### src/rtl/slurm16_cpu_interlock_pkg.sv
// Shared slurm16 interlock definitions: the no-hazard register, FSM encoding and slot width.
package slurm16_cpu_defs;

    localparam int DEFAULT_REGISTER_BITS = 7;
    localparam int R0 = 0;

    typedef enum logic [1:0] {
        ST_RUN       = 2'd0,
        ST_INTERLOCK = 2'd1,
        ST_HOLD      = 2'd2
    } ilk_state_t;

    // A slot carries the destination register plus the flag-hazard bit.
    function automatic int slot_width(input int register_bits);
        return register_bits + 1;
    endfunction

endpackage

### src/rtl/slurm16_cpu_interlock_if.sv
// Hazard-unit / pipeline-control bus between the slurm16 interlock and its neighbours.
interface slurm16_cpu_interlock_if #(
    parameter int REGISTER_BITS = 7
);
    logic                     p0_valid;
    logic [REGISTER_BITS-1:0] hazard_reg0;
    logic                     modifies_flags0;
    logic                     hazard_1;
    logic                     hazard_2;
    logic                     hazard_3;
    logic                     mem_wait;
    logic                     flush;
    logic [REGISTER_BITS-1:0] hazard_reg1;
    logic [REGISTER_BITS-1:0] hazard_reg2;
    logic [REGISTER_BITS-1:0] hazard_reg3;
    logic                     modifies_flags1;
    logic                     modifies_flags2;
    logic                     modifies_flags3;
    logic                     stall_p0;
    logic                     bubble_p1;

    modport master (
        output p0_valid, hazard_reg0, modifies_flags0,
        output hazard_1, hazard_2, hazard_3, mem_wait, flush,
        input  hazard_reg1, hazard_reg2, hazard_reg3,
        input  modifies_flags1, modifies_flags2, modifies_flags3,
        input  stall_p0, bubble_p1
    );

    modport slave (
        input  p0_valid, hazard_reg0, modifies_flags0,
        input  hazard_1, hazard_2, hazard_3, mem_wait, flush,
        output hazard_reg1, hazard_reg2, hazard_reg3,
        output modifies_flags1, modifies_flags2, modifies_flags3,
        output stall_p0, bubble_p1
    );
endinterface

### src/rtl/slurm16_cpu_interlock_hazard_shadow.sv
// Three-deep hazard shadow shift register: hold freezes all, kill zeroes slots 1-2,
// bubble zeroes slot1 while the rest shift.
module slurm16_hazard_shadow
    import slurm16_cpu_defs::*;
#(
    parameter int SLOT_BITS = slot_width(DEFAULT_REGISTER_BITS)
) (
    input  logic                 CLK,
    input  logic                 RSTb,
    input  logic                 hold,
    input  logic                 kill,
    input  logic                 bubble,
    input  logic [SLOT_BITS-1:0] slot_in,
    output logic [SLOT_BITS-1:0] slot1,
    output logic [SLOT_BITS-1:0] slot2,
    output logic [SLOT_BITS-1:0] slot3
);

    logic [SLOT_BITS-1:0] slot_reg  [1:3];
    logic [SLOT_BITS-1:0] slot_next [1:3];

    assign slot_next[1] = hold ? slot_reg[1] : ((kill || bubble) ? '0 : slot_in);

    // A kill clears slot2 too; slot3 still receives the old slot2 so it retires.
    generate
        for (genvar gi = 2; gi <= 3; gi++) begin : g_shift
            assign slot_next[gi] = hold ? slot_reg[gi]
                                 : ((kill && (gi == 2)) ? '0 : slot_reg[gi-1]);
        end
    endgenerate

    always_ff @(posedge CLK or negedge RSTb) begin
        if (!RSTb) begin
            for (int i = 1; i <= 3; i++) slot_reg[i] <= '0;
        end else begin
            for (int i = 1; i <= 3; i++) slot_reg[i] <= slot_next[i];
        end
    end

    assign slot1 = slot_reg[1];
    assign slot2 = slot_reg[2];
    assign slot3 = slot_reg[3];

endmodule

### src/rtl/slurm16_cpu_interlock.sv
// slurm16 pipeline interlock: FSM, stall/bubble priority, error flag and optional
// stall counter (enabled by defining SLURM16_STALL_COUNT_EN).
module slurm16_cpu_interlock
    import slurm16_cpu_defs::*;
#(
    parameter int REGISTER_BITS = DEFAULT_REGISTER_BITS,
    parameter int MAX_INTERLOCK = 3
) (
    input  logic                   CLK,
    input  logic                   RSTb,
    slurm16_cpu_interlock_if.slave ilk,
    output logic                   interlock_err
`ifdef SLURM16_STALL_COUNT_EN
    ,
    input  logic                   stall_count_clr,
    output logic [15:0]            stall_count
`endif
);

    localparam int SLOT_BITS = slot_width(REGISTER_BITS);

    ilk_state_t           state_reg, state_next;
    logic                 flush_pend_reg, flush_pend_next;
    logic [1:0]           ilk_cnt_reg, ilk_cnt_next;
    logic                 interlock_err_reg, interlock_err_next;
    logic                 hz, flush_any;
    logic                 do_hold, do_kill, do_bubble;
    logic [SLOT_BITS-1:0] slot_in, slot1, slot2, slot3;

    assign hz        = ilk.p0_valid & (ilk.hazard_1 | ilk.hazard_2 | ilk.hazard_3);
    assign flush_any = ilk.flush | flush_pend_reg;
    assign slot_in   = ilk.p0_valid ? {ilk.hazard_reg0, ilk.modifies_flags0} : '0;

    // One action per cycle: mem_wait, then flush (live or pending), then hazard, else advance.
    always_comb begin
        do_hold         = 1'b0;
        do_kill         = 1'b0;
        do_bubble       = 1'b0;
        flush_pend_next = flush_pend_reg;
        ilk_cnt_next    = ilk_cnt_reg;
        if (ilk.mem_wait) begin
            do_hold = 1'b1;
            if (ilk.flush) flush_pend_next = 1'b1;
        end else if (flush_any) begin
            do_kill         = 1'b1;
            flush_pend_next = 1'b0;
        end else if (hz) begin
            do_bubble = 1'b1;
            if (ilk_cnt_reg != 2'b11) ilk_cnt_next = ilk_cnt_reg + 2'd1;
        end else begin
            ilk_cnt_next = '0;
        end
    end

    always_comb begin
        state_next = state_reg;
        case (state_reg)
            ST_RUN: begin
                if (ilk.mem_wait)          state_next = ST_HOLD;
                else if (hz && !flush_any) state_next = ST_INTERLOCK;
            end
            ST_INTERLOCK: begin
                if (ilk.mem_wait)          state_next = ST_HOLD;
                else if (!hz || flush_any) state_next = ST_RUN;
            end
            ST_HOLD: begin
                if (!ilk.mem_wait)
                    state_next = (hz && !flush_any) ? ST_INTERLOCK : ST_RUN;
            end
            default: state_next = ST_RUN;
        endcase
    end

    // Bubbles clear any real dependency within three cycles, so a longer run is a fault.
    assign interlock_err_next = interlock_err_reg | (hz && (int'(ilk_cnt_reg) == MAX_INTERLOCK));

    always_ff @(posedge CLK or negedge RSTb) begin
        if (!RSTb) begin
            state_reg         <= ST_RUN;
            flush_pend_reg    <= 1'b0;
            ilk_cnt_reg       <= '0;
            interlock_err_reg <= 1'b0;
        end else begin
            state_reg         <= state_next;
            flush_pend_reg    <= flush_pend_next;
            ilk_cnt_reg       <= ilk_cnt_next;
            interlock_err_reg <= interlock_err_next;
        end
    end

    assign ilk.stall_p0  = RSTb & (do_hold | do_bubble);
    assign ilk.bubble_p1 = RSTb & (do_kill | do_bubble);
    assign interlock_err = interlock_err_reg;

    slurm16_hazard_shadow #(
        .SLOT_BITS (SLOT_BITS)
    ) u_shadow (
        .CLK     (CLK),
        .RSTb    (RSTb),
        .hold    (do_hold),
        .kill    (do_kill),
        .bubble  (do_bubble),
        .slot_in (slot_in),
        .slot1   (slot1),
        .slot2   (slot2),
        .slot3   (slot3)
    );

    assign {ilk.hazard_reg1, ilk.modifies_flags1} = slot1;
    assign {ilk.hazard_reg2, ilk.modifies_flags2} = slot2;
    assign {ilk.hazard_reg3, ilk.modifies_flags3} = slot3;

`ifdef SLURM16_STALL_COUNT_EN
    logic [15:0] stall_count_reg, stall_count_next;

    always_comb begin
        stall_count_next = stall_count_reg;
        if (stall_count_clr)
            stall_count_next = '0;
        else if (do_bubble && (stall_count_reg != 16'hFFFF))
            stall_count_next = stall_count_reg + 16'd1;
    end

    always_ff @(posedge CLK or negedge RSTb) begin
        if (!RSTb) stall_count_reg <= '0;
        else       stall_count_reg <= stall_count_next;
    end

    assign stall_count = stall_count_reg;
`endif

endmodule

### src/flat_wrapper.sv
// flat-port wrapper written by rule: the top's interface ports become plain ports
module slurm16_cpu_interlock_flat import slurm16_cpu_defs::*;
#(
    parameter int REGISTER_BITS = DEFAULT_REGISTER_BITS,
    parameter int MAX_INTERLOCK = 3
)
  (CLK, RSTb, interlock_err, ilk_p0_valid, ilk_hazard_reg0, ilk_modifies_flags0, ilk_hazard_1, ilk_hazard_2, ilk_hazard_3, ilk_mem_wait, ilk_flush, ilk_hazard_reg1, ilk_hazard_reg2, ilk_hazard_reg3, ilk_modifies_flags1, ilk_modifies_flags2, ilk_modifies_flags3, ilk_stall_p0, ilk_bubble_p1);
  slurm16_cpu_interlock_if #(.REGISTER_BITS(REGISTER_BITS)) ilk_i ();
  input  logic CLK;
  input  logic RSTb;
  output logic interlock_err;
  input wire logic [$bits(ilk_i.p0_valid)-1:0] ilk_p0_valid;
  input wire logic [$bits(ilk_i.hazard_reg0)-1:0] ilk_hazard_reg0;
  input wire logic [$bits(ilk_i.modifies_flags0)-1:0] ilk_modifies_flags0;
  input wire logic [$bits(ilk_i.hazard_1)-1:0] ilk_hazard_1;
  input wire logic [$bits(ilk_i.hazard_2)-1:0] ilk_hazard_2;
  input wire logic [$bits(ilk_i.hazard_3)-1:0] ilk_hazard_3;
  input wire logic [$bits(ilk_i.mem_wait)-1:0] ilk_mem_wait;
  input wire logic [$bits(ilk_i.flush)-1:0] ilk_flush;
  output wire logic [$bits(ilk_i.hazard_reg1)-1:0] ilk_hazard_reg1;
  output wire logic [$bits(ilk_i.hazard_reg2)-1:0] ilk_hazard_reg2;
  output wire logic [$bits(ilk_i.hazard_reg3)-1:0] ilk_hazard_reg3;
  output wire logic [$bits(ilk_i.modifies_flags1)-1:0] ilk_modifies_flags1;
  output wire logic [$bits(ilk_i.modifies_flags2)-1:0] ilk_modifies_flags2;
  output wire logic [$bits(ilk_i.modifies_flags3)-1:0] ilk_modifies_flags3;
  output wire logic [$bits(ilk_i.stall_p0)-1:0] ilk_stall_p0;
  output wire logic [$bits(ilk_i.bubble_p1)-1:0] ilk_bubble_p1;
  assign ilk_i.p0_valid = ilk_p0_valid;
  assign ilk_i.hazard_reg0 = ilk_hazard_reg0;
  assign ilk_i.modifies_flags0 = ilk_modifies_flags0;
  assign ilk_i.hazard_1 = ilk_hazard_1;
  assign ilk_i.hazard_2 = ilk_hazard_2;
  assign ilk_i.hazard_3 = ilk_hazard_3;
  assign ilk_i.mem_wait = ilk_mem_wait;
  assign ilk_i.flush = ilk_flush;
  assign ilk_hazard_reg1 = ilk_i.hazard_reg1;
  assign ilk_hazard_reg2 = ilk_i.hazard_reg2;
  assign ilk_hazard_reg3 = ilk_i.hazard_reg3;
  assign ilk_modifies_flags1 = ilk_i.modifies_flags1;
  assign ilk_modifies_flags2 = ilk_i.modifies_flags2;
  assign ilk_modifies_flags3 = ilk_i.modifies_flags3;
  assign ilk_stall_p0 = ilk_i.stall_p0;
  assign ilk_bubble_p1 = ilk_i.bubble_p1;
  slurm16_cpu_interlock #(.REGISTER_BITS(REGISTER_BITS), .MAX_INTERLOCK(MAX_INTERLOCK)) u_core (.CLK(CLK), .RSTb(RSTb), .ilk(ilk_i), .interlock_err(interlock_err));
endmodule
### config.mk
export PLATFORM = sky130hd
export DESIGN_NAME = slurm16_cpu_interlock_flat
export DESIGN_NICKNAME = d
export VERILOG_FILES = /design/src/rtl/slurm16_cpu_interlock_pkg.sv /design/src/rtl/slurm16_cpu_interlock_if.sv /design/src/rtl/slurm16_cpu_interlock_hazard_shadow.sv /design/src/rtl/slurm16_cpu_interlock.sv /design/src/flat_wrapper.sv
export SDC_FILE = /design/constraint.sdc
export NUM_CORES = 1
export LEC_CHECK = 0
export BUFFER_PORTS_ARGS = -buffer_cell sky130_fd_sc_hd__buf_4
export CORE_MARGIN = 3
export CORE_UTILIZATION = 50
export CTS_CLUSTER_SIZE = 25
export DETAILED_ROUTE_END_ITERATION = 12
export PLACE_DENSITY_LB_ADDON = 0.25
export RECOVER_POWER = 25
export SETUP_SLACK_MARGIN = 0.4
export SLEW_MARGIN = 20
export SYNTH_ARGS = -nofsm -noshare
export SYNTH_HDL_FRONTEND = slang
export SYNTH_SLANG_ARGS = --single-unit
### constraint.sdc
create_clock -name CLK -period 2.85 [get_ports CLK]
set_input_delay 0.57 -clock CLK [delete_from_list [all_inputs] [get_ports CLK]]
set_output_delay 0.57 -clock CLK [all_outputs]
set_load 0.05 [all_outputs]
# Yosys cells after proc, flatten, opt, wreduce, memory -nomap -nowiden
# Cells that the tools add are included.
# totals
input_bits	16
output_inout_bits	27
register_bits	28
# classes
reduce_logical	5
n_eq_ne	4
mux	14
n_addsub	1
n_bitwise	11
# ops
op	count
$mux 8	3
$mux 1	9
$or 1x1->1	6
$mux 2	2
$ne 2x2->1 const B	2
$and 1x1->1	3
$reduce_and 3->1	1
$add 2x1->2 const B	1
$eq 2x1->1 const B	1
$ne 2x1->1 const B	1
$not 1->1	2
$reduce_and 2->1	1
$reduce_bool 2->1	1
$logic_and 1x1->1	1
$logic_or 1x1->1	1

# Depth between registers and ports, before layout
# Gate-level depths: netlist of run 1.
# depth
ltp_word	8
mapped_depth	5
mapped_depth_nobuf	4

# Modules after synthesis
# From an unflattened synthesis of run 1, not the netlist that was laid out.
# unflattened
hier_cells	105
hier_area_um2	1271.2
# modules_own_cells
module	cells_per_inst	instances	area_each_um2
slurm16_hazard_shadow	76	1	997.2
slurm16_cpu_interlock	29	1	274.0

# Worst setup path after synthesis of run 1
# Ideal clock, no wire load.
# synth_path
path_kind	input to output
start	input ilk_mem_wait
end	output ilk_stall_p0
required_ns	2.280
t_arrival_ns	1.628
path_slack_ns	0.652
cell_stages	4
cell_sequence	buf_6 -> buf_2 -> a21oi_1 -> nor2b_1
# synth_via
elab_chain_len	3
elab_cells_between_ends	4
cone_classes	mux (2); bitwise (2)
# synth_rtl
item	line_no	rtl
from (decl)	flat_wrapper.sv:18	input wire logic [$bits(ilk_i.mem_wait)-1:0] ilk_mem_wait;
$mux 1	slurm16_cpu_interlock.sv:41	if (ilk.mem_wait) begin
$or 1x1->1 *	slurm16_cpu_interlock.sv:91	assign ilk.stall_p0 = RSTb & (do_hold | do_bubble);
$and 1x1->1 *	slurm16_cpu_interlock.sv:91	
to (decl)	flat_wrapper.sv:26	output wire logic [$bits(ilk_i.stall_p0)-1:0] ilk_stall_p0;
# Mark *: on every way between the ends. The rest lies on a longest branch, timed or not.

# Worst setup path after layout of run 1
# layout_path
start	input RSTb
end	output ilk_bubble_p1
# layout_via
elab_chain_len	1
# layout_rtl
item	line_no	rtl
from (decl)	flat_wrapper.sv:10	input logic RSTb;
$and 1x1->1	slurm16_cpu_interlock.sv:92	assign ilk.bubble_p1 = RSTb & (do_kill | do_bubble);
to (decl)	flat_wrapper.sv:27	output wire logic [$bits(ilk_i.bubble_p1)-1:0] ilk_bubble_p1;
# No other way between the ends.

==> results.txt, run 1 <==
* Launching point of the worst reg2reg path: u_core.flush_pend_reg
- The clock reaches the later pin of the worst-skew pair after about 0.33 ns.
* Switching Power: around 0.2 mW
* Net count of the mapped netlist: 92
- Top post-synthesis cells by area: sky130_fd_sc_hd__dfrtp_1, sky130_fd_sc_hd__a22o_1, sky130_fd_sc_hd__mux2_2
* Post-Place Setup Slack: between 0.8 and 0.9 ns
* Buffer depth of the longest clock path: 2
- The largest individual stage delay along the critical path comes from the cell sky130_fd_sc_hd__dlygate4sd3_1.
- Setup repair after global routing missed its margin: no
- Fin cells: between 100 and 150
- In the final routed layout, each cell accounts on average for 16.7 um.
- H-tree depth: 1
* Peak supply drop: approximately 0.32 mV
* Max incr delay on CP: 0.52 ns
- Measured against its own limit, the worst slew margin works out to 0.0825.
* IO Count: 43
* Pin count of the biggest net entering global routing: 29
* Filler Cells Inserted: 150
* Worst setup skew after layout: roughly 0.0084 ns
- Number of optimization iterations in the first detailed-route pass: 3
- Die outline height: 53.1 um
* Slack of the critical path: between 0.5 and 0.6 ns
* Share of total power in combinational logic: 0.169
- In the synthesized netlist, the cells that appear most often are sky130_fd_sc_hd__dfrtp_1, sky130_fd_sc_hd__a22o_1, sky130_fd_sc_hd__mux2_2.
- Summing internal, switching and leakage power gives 0.737 mW.
- The number of placed instances, taps included, is 140.
* Status: finished, final reports clean
- Register-to-Register Setup Slack: between 1 and 1.5 ns
- Overall routing resource usage: 0.191
* Maximum clock frequency: between 400 and 500 MHz
- The congestion estimate from routability-driven global placement came to 0.696.
- The die is between 50 and 60 um wide.
- The detail route stage leaves a number of antenna-violating nets equal to 0.
- Layout Area Growth over Synthesis: 31.8%
- Of the total power, registers draw 0.574.
- 1st-iter DRT viols: 4
- Worst Setup Path Type: in -> out
- A synthesized cell averages approximately 15 sq um.
- TritonCTS created 3 clock buffers.
* Hold worst-path end: u_core.u_shadow.slot1[5]
- The startpoint identified for the worst hold timing path is ilk_hazard_reg0[4].
- The number of global-route vias before repair is 809.
- After clock tree synthesis, the clock-pin slew on the worst setup and hold paths is roughly 0.15 ns.
- Async set-reset flop share out of synthesis: 1.00
- Sum of routed wire length over all layers: between 2000 and 2500 um
* Cell count of the worst hold path: 2
- Share of the synthesized area in the top cell type: 0.632
- The first global-routing pass estimated roughly 3700 um of wire.
- Netlist area before placement: ~1100 sq um
- 0 antenna diodes ended up in the layout.
- Leakage component of the power: around 0.78 nW
- TritonCTS built the clock tree.
- Startpoint class of the critical path: input pin
- Setup total negative slack on the finished layout was measured at 0 ns.
* Power density over the cells: 504 nW/um^2
* Unique masters post-synth: 21
- Vias: 802
- STA classifies the critical path endpoint as an output pin.
- Of the total power, the clock network draws 0.257.
* Die ar.: roughly 2800 sq um
* Final Hold Vio Count: 0
- Main synth FF type: sky130_fd_sc_hd__dfrtp_1
- Counting every instance in the synthesized netlist gives 75.
* Critical path buffers and inverters: 3
* Ratio of cells with drive above 1 in the final layout: 0.466
- Initial standard-cell utilization of the core: 0.548
- Net count reported at finish: around 140
- Core footprint: roughly 2000 sq um
- In this run the worst path has a maximum fanout of 4.
- Reg-to-reg critical path endpoint: u_core.u_shadow.slot1[1]
- Number of vias per cell: ~5.5
- Final count of pins violating max slew: 0
- Maximum Capacitance Violations: 0
- For the worst setup path, the data required time is roughly 2.3 ns.
* Synthesis Warnings: 0
- CP delay by family, top: buffers and inverters
* Cell Rows: 16
* Count of state elements after synthesis: 28
- List of cells traversed by the critical path: dlygate4sd3_1 -> clkbuf_1 -> nand2b_1 -> a21oi_1 -> buf_4
- For this run the aggregate overflow at the end of global routing stands at 0.
- Top cell type by total area after synthesis: sky130_fd_sc_hd__dfrtp_1
* Number of antenna violations at the first check in global routing: 0
- Count of endpoints failing setup in the final report: 0
* Data arrival time of the worst path: ~1.7 ns
- The worst path needs 2.31 ns of the cycle, external delays included.
- Of the total power, the share spent switching nets is 0.269.
- Remaining routing DRC violations: 0
- Num Clock Sinks: 28
* Input/output buffers: 42
* Most common cell in the netlist: sky130_fd_sc_hd__dfrtp_1
* Register area share after synthesis: 0.632
- In the finished design, the share of the clock period the worst path needs comes to 0.812.
- Worst slew pin tran: around 1.4 ns
- CTS placed an instance of sky130_fd_sc_hd__clkbuf_4 at the clock tree root.
- The path class of the tightest hold or removal check is in -> reg.
* Crit. Startpoint: RSTb
* Cell depth of the worst flop-to-flop path: 3
- The synthesized design contains 0 enable-type register cells.
* Total internal power: roughly 0.54 mW
==> worst max path at each step <==
stage	endpoint	cells after the start	slack, ns
floorplan	ilk_stall_p0	4	0.65
global placement	ilk_stall_p0	5	0.91
detailed placement	ilk_stall_p0	5	0.88
CTS	ilk_stall_p0	5	0.88
global route	ilk_bubble_p1	5	0.43
finish	ilk_bubble_p1	5	0.54
==> power by group through the flow <==
stage          combinational (mW)  sequential (mW)  clock, mW
2_1_floorplan              0.0442            0.463          0
3_3_place_gp                0.124            0.430          0
3_5_place_dp                0.126            0.431          0
4_1_cts                     0.126            0.423      0.193
5_1_grt                     0.133            0.425      0.210
6_report                    0.124            0.423      0.189
==> area by class of cell <==
class,count,area (sq um),share of cell area
Clock buffer,4,36.3,0.0248
Inverter,1,3.75,0.00257
Multi-Input combinational cell,41,365,0.250
Sequential cell,28,701,0.479
Tap cell,27,33.8,0.0231
Timing Repair Buffer,44,322,0.220
==> cell families after synthesis <==
kind of cell	after synthesis	synth area share
mux	9	0.0948
compound gates	23	0.173
buf+inv	6	0.0384
fa+ha+maj	1	0.0113
flops	28	0.632
simple gates	8	0.0508
==> layer usage <==
metal / up-vias / wire (um) / global-route usage / share of wire
met5: - / 0 / 0 / 0
li1: 363 / - / - / -
met4: 0 / 69 / 0.115 / 0.029
met2: 24 / 1270 / 0.324 / 0.53
met1: 409 / 939 / 0.218 / 0.39
met3: 6 / 140 / 0.0394 / 0.058
==> metrics by stage <==
stage	hold slack, ns	utilization	area, sq um
detailed placement	0.372	0.705	1430
global route	0.443	0.723	1460
global placement	0.371	0.705	1430
CTS	0.00222	0.723	1460
finish	0.453	0.723	1460
floorplan	0.274	-	1110
==> what timing repair did <==
item                                   in CTS  in global routing
endpoints found under the hold margin       0                  1
hold buffers                                0                  1
buffers inserted                            0                  0
gates resized for setup                     0                  0
==> worst register-to-register path, stage by stage, from the launching register on <==
cell and delay (ns):
sky130_fd_sc_hd__dfrtp_1 0.43, sky130_fd_sc_hd__nor3_4 0.38, sky130_fd_sc_hd__and3_1 0.42, sky130_fd_sc_hd__a22o_1 0.18
==> layout by cell type, fill, tap and decap left out <==
master / instances
sky130_fd_sc_hd__a21o_1: 1
sky130_fd_sc_hd__mux2_2: 8
sky130_fd_sc_hd__o31a_1: 1
sky130_fd_sc_hd__nor2_1: 1
sky130_fd_sc_hd__nor3_4: 1
sky130_fd_sc_hd__clkbuf_4: 3
sky130_fd_sc_hd__a22o_1: 17
sky130_fd_sc_hd__nor2b_1: 2
sky130_fd_sc_hd__clkbuf_1: 3
sky130_fd_sc_hd__dlygate4sd3_1: 1
sky130_fd_sc_hd__o21ai_2: 1
sky130_fd_sc_hd__mux2_4: 1
sky130_fd_sc_hd__inv_1: 1
sky130_fd_sc_hd__a21oi_1: 2
sky130_fd_sc_hd__ha_1: 1
sky130_fd_sc_hd__dfrtp_1: 28
sky130_fd_sc_hd__clkbuf_8: 1
sky130_fd_sc_hd__buf_4: 40
sky130_fd_sc_hd__and3_1: 2
sky130_fd_sc_hd__nand2b_1: 1
sky130_fd_sc_hd__nor3_1: 1
sky130_fd_sc_hd__o31ai_1: 1
Power figures use the tool's default switching activity.
==> run 2: changes to the inputs <==
--- a/config.mk
+++ b/config.mk
@@ -5,9 +5,11 @@
 export SDC_FILE = /design/constraint.sdc
 export NUM_CORES = 1
 export LEC_CHECK = 0
+export ABC_AREA = 1
 export BUFFER_PORTS_ARGS = -buffer_cell sky130_fd_sc_hd__buf_4
+export CORE_ASPECT_RATIO = 2
 export CORE_MARGIN = 3
-export CORE_UTILIZATION = 50
+export CORE_UTILIZATION = 43
 export CTS_CLUSTER_SIZE = 25
 export DETAILED_ROUTE_END_ITERATION = 12
 export PLACE_DENSITY_LB_ADDON = 0.25
==> constraint.sdc (replaced) <==
create_clock -name CLK -period 2.1 [get_ports CLK]
set_input_delay 0.42 -clock CLK [delete_from_list [all_inputs] [get_ports CLK]]
set_output_delay 0.42 -clock CLK [all_outputs]
set_load 0.05 [all_outputs]
==> run 2 against run 1 <==
Synthesized area is 5.9% higher. Critical endpoint is now ilk_stall_p0. Clock skew is 0.0043 ns lower. Power is 30% higher. Non-clock buffer count stayed put. Largest cell class unchanged.
==> results.txt, run 2 <==
- Status: finished, final reports clean
* Post-DP HPWL: a little under 2000 um
- Die width: 42.9 um
- Origin of the worst min-delay path: ilk_modifies_flags0
- Cell Rows: 26
* Data arrival time of the worst path: about 1.2 ns
* Top post-synthesis cells by area: sky130_fd_sc_hd__dfrtp_1, sky130_fd_sc_hd__nand2_1, sky130_fd_sc_hd__inv_1
* Num Clock Sinks: 28
- H-tree depth: 1
- The core region is 2570 sq um.
- The initial antenna violation count came to 0.
- IO Count: 43
- Remaining routing DRC violations: 0
- The max-slew violation count is 0.
* GR Overflow Total: 0
- Setup repair after global routing left no endpoint under its margin.
- Maximum clock frequency: ~600 MHz
- Among all flip-flop cells after synthesis, the most frequent one is sky130_fd_sc_hd__dfrtp_1.
- Net count reported at finish: 188
- TritonCTS built the clock tree.
* Netlist area before placement: 1170 sq um
- Global-route wire length before repair: between 4000 and 5000 um
- Once layout is complete, the utilization of the core stands at 0.611.
* Worst setup skew after layout: just over 0.004 ns
- For this run, the slowest stage of the critical path takes 0.41 ns.
* CP max-delay cell: sky130_fd_sc_hd__dfrtp_1
* Net count of the mapped netlist: about 140
- Filler Cells Inserted: roughly 230
- In this run the worst hold path is classified as in -> reg.
* Ranking of synthesized cells by instance count: sky130_fd_sc_hd__nand2_1, sky130_fd_sc_hd__dfrtp_1, sky130_fd_sc_hd__inv_1
* Pin count of the biggest net entering global routing: 29
- Input and output buffers added on the ports amount to 42.
- Root buffer selected by CTS: sky130_fd_sc_hd__clkbuf_8
- Leakage component of the power: 0.833 nW
- Dividing the final minimum period by the clock period gives 0.770.
* Count of state elements after synthesis: 28
* Startpoint class of the critical path: register
- Maximum fanout encountered on the critical timing path: 3
* Hold worst-path end: u_core.u_shadow.slot1[0]
* Buffer count from post-CTS setup fixing: 0
- Initial standard-cell utilization of the core: 0.457
- Insertion delay of the later-clocked pin in the worst-skew pair: between 0.2 and 0.3 ns
- CP delay by family, top: flip-flops
- Register-to-Register Setup Slack: approximately 1.0 ns
- Most common cell in the netlist: sky130_fd_sc_hd__nand2_1
- Leaving out fill and tap cells, the most frequent cell in the layout is sky130_fd_sc_hd__buf_4.
- Max-cap violations in this run came to 0.
- Count of flip-flops with a built-in enable after synthesis: 0
- The worst setup path is of the reg -> out kind.
- The die covers 3430 sq um.
* Minimum clock period after layout: 1.62 ns
- Crit. Startpoint: u_core.flush_pend_reg
- Power density over the cells: 609 nW/um^2
- List of cells traversed by the critical path: nor2_4 -> nand2_1 -> a21oi_2 -> buf_6
* Launching point of the worst reg2reg path: u_core.flush_pend_reg
- Cell depth of the worst flop-to-flop path: 6
- Number of vias per cell: between 4 and 5
- Unique masters post-synth: 20
- Post-Route Setup TNS: 0 ns
- Vias: just under 1000
- Routability-driven placement finished with a final weighted congestion of 0.726.
- Sum of routed wire length over all layers: between 2000 and 3000 um
* Layout Area Growth over Synthesis: 33.7%
* Synthesis Warnings: 0
- For the pin with the worst max-slew slack, the measured transition is roughly 1.4 ns.
- The endpoint identified for the worst register-to-register timing path is u_core.ilk_cnt_reg[1].
- Buffer depth of the longest clock path: 2
- Of the cells placed in the final design, the portion with a size suffix greater than 1 is 0.325.
- Number of antenna repair diodes: 0
* Critical Path Sink Type: output pin
- Counting both buffers and inverters, the worst setup path holds a total of 1.
- In this run, CTS created clock tree buffers numbering 3.
- At the worst endpoint, the required time is approximately 1.7 ns.
- Share of the synthesized area in the top cell type: 0.597
* Number of optimization iterations in the first detailed-route pass: 4
- Mapped Cells: between 100 and 150
* 1st-iter DRT viols: 19
* Async set-reset flop share out of synthesis: 1.00
- Most frequent cells in the layout: sky130_fd_sc_hd__buf_4, sky130_fd_sc_hd__nand2_1, sky130_fd_sc_hd__dfrtp_1, sky130_fd_sc_hd__inv_1, sky130_fd_sc_hd__o21ai_0
- Die outline height: about 80 um
* Vias in the first global route: 968
- The synthesized design spends more area on one cell type than any other, namely sky130_fd_sc_hd__dfrtp_1.
- For this run, the total global-route usage over all layers was measured as 0.157.
- In this run the tightest slew margin relative to its limit is 0.0420.
* Count of endpoints failing setup in the final report: 0
* Overall power: 0.956 mW
* Routed wire length per instance: around 13 um
* Cell count of the worst hold path: 3
* Register area share after synthesis: 0.597
* Final Hold Vio Count: 0
- Clock transition at path regs: 0.09 ns
- The count of nets left with antenna violations once routing finished came out at 0.
- IR analysis of the VDD net gives a maximum drop of between 0.4 and 0.5 mV.
- A synthesized cell averages between 9 and 10 sq um.
## run 2: changes by cell type in the layout (fill, tap and decap cells not counted), moves of 8 or more
cell | previous run | this run
sky130_fd_sc_hd__inv_1 | 1 | 20
sky130_fd_sc_hd__o21ai_0 | 0 | 12
sky130_fd_sc_hd__mux2_2 | 8 | 0
sky130_fd_sc_hd__nand2_1 | 0 | 38
sky130_fd_sc_hd__a22o_1 | 17 | 0
## run 2: stage by stage
stage	instances	hold slack (ns)	area, sq um	setup WS (ns)
6_report	197	0.345	1570	0.482
5_1_grt	197	0.363	1570	0.261
4_1_cts	197	0.190	1570	0.465
3_5_place_dp	194	0.459	1530	0.460
3_3_place_gp	194	0.453	1530	0.486
2_1_floorplan	125	0.124	1180	0.427
## run 2: worst max path at each step
stage / end / cells past startpoint
4_1_cts: ilk_stall_p0 / 4
5_1_grt: u_core.u_shadow.slot3[5] / 2
3_5_place_dp: ilk_stall_p0 / 6
6_report: ilk_stall_p0 / 4
2_1_floorplan: ilk_stall_p0 / 4
3_3_place_gp: ilk_stall_p0 / 6
## run 2: layer usage
metal  share of wire  track usage  vias to the layer above
met5               0            0                        -
met2            0.56        0.291                       25
li1                -            -                      476
met1            0.37        0.182                      456
met3           0.043       0.0203                        4
met4           0.025       0.0483                        0
## run 2: kinds of logic (layout without fill, tap and decap cells)
kind of cell             after synthesis  in the layout  synth area share
AO/OA/AOI/OAI                         22             22             0.101
adder cells (fa/ha/maj)                1              1            0.0107
flip-flops                            28             28             0.597
AND/OR/NAND/NOR                       49             49             0.207
buffers and inverters                 25             69            0.0842
## run 2: power by group
group / switching, mW / internal [mW] / total (mW) / leakage (nW)
logic: 0.0779 / 0.0439 / 0.122 / 0.429
clock network: 0.146 / 0.128 / 0.274 / 0.0216
registers: 0.00975 / 0.551 / 0.561 / 0.383
total: 0.233 / 0.723 / 0.956 / 0.833
## run 2: layout make-up
cell class	count	area, sq um	share of cell area
multi-input combinational	72	380	0.242
clock buffer	3	41.3	0.0263
inverter	22	85.1	0.0542
sequential	28	701	0.447
timing repair buffer	44	327	0.208
tap	28	35.0	0.0223
## run 2: timing repair
| item | CTS | global route |
|---|---|---|
| endpoints found under the setup margin | 0 | 1 |
| gates resized for setup | 0 | 1 |
| hold buffers | 0 | 0 |
## run 2: worst reg2reg max path: cells and delay by family (launching register included)
kind	cells	cell delay, ns
and+or+nand+nor	5	0.45
DFF	1	0.41
buffers and inverters	1	0.11
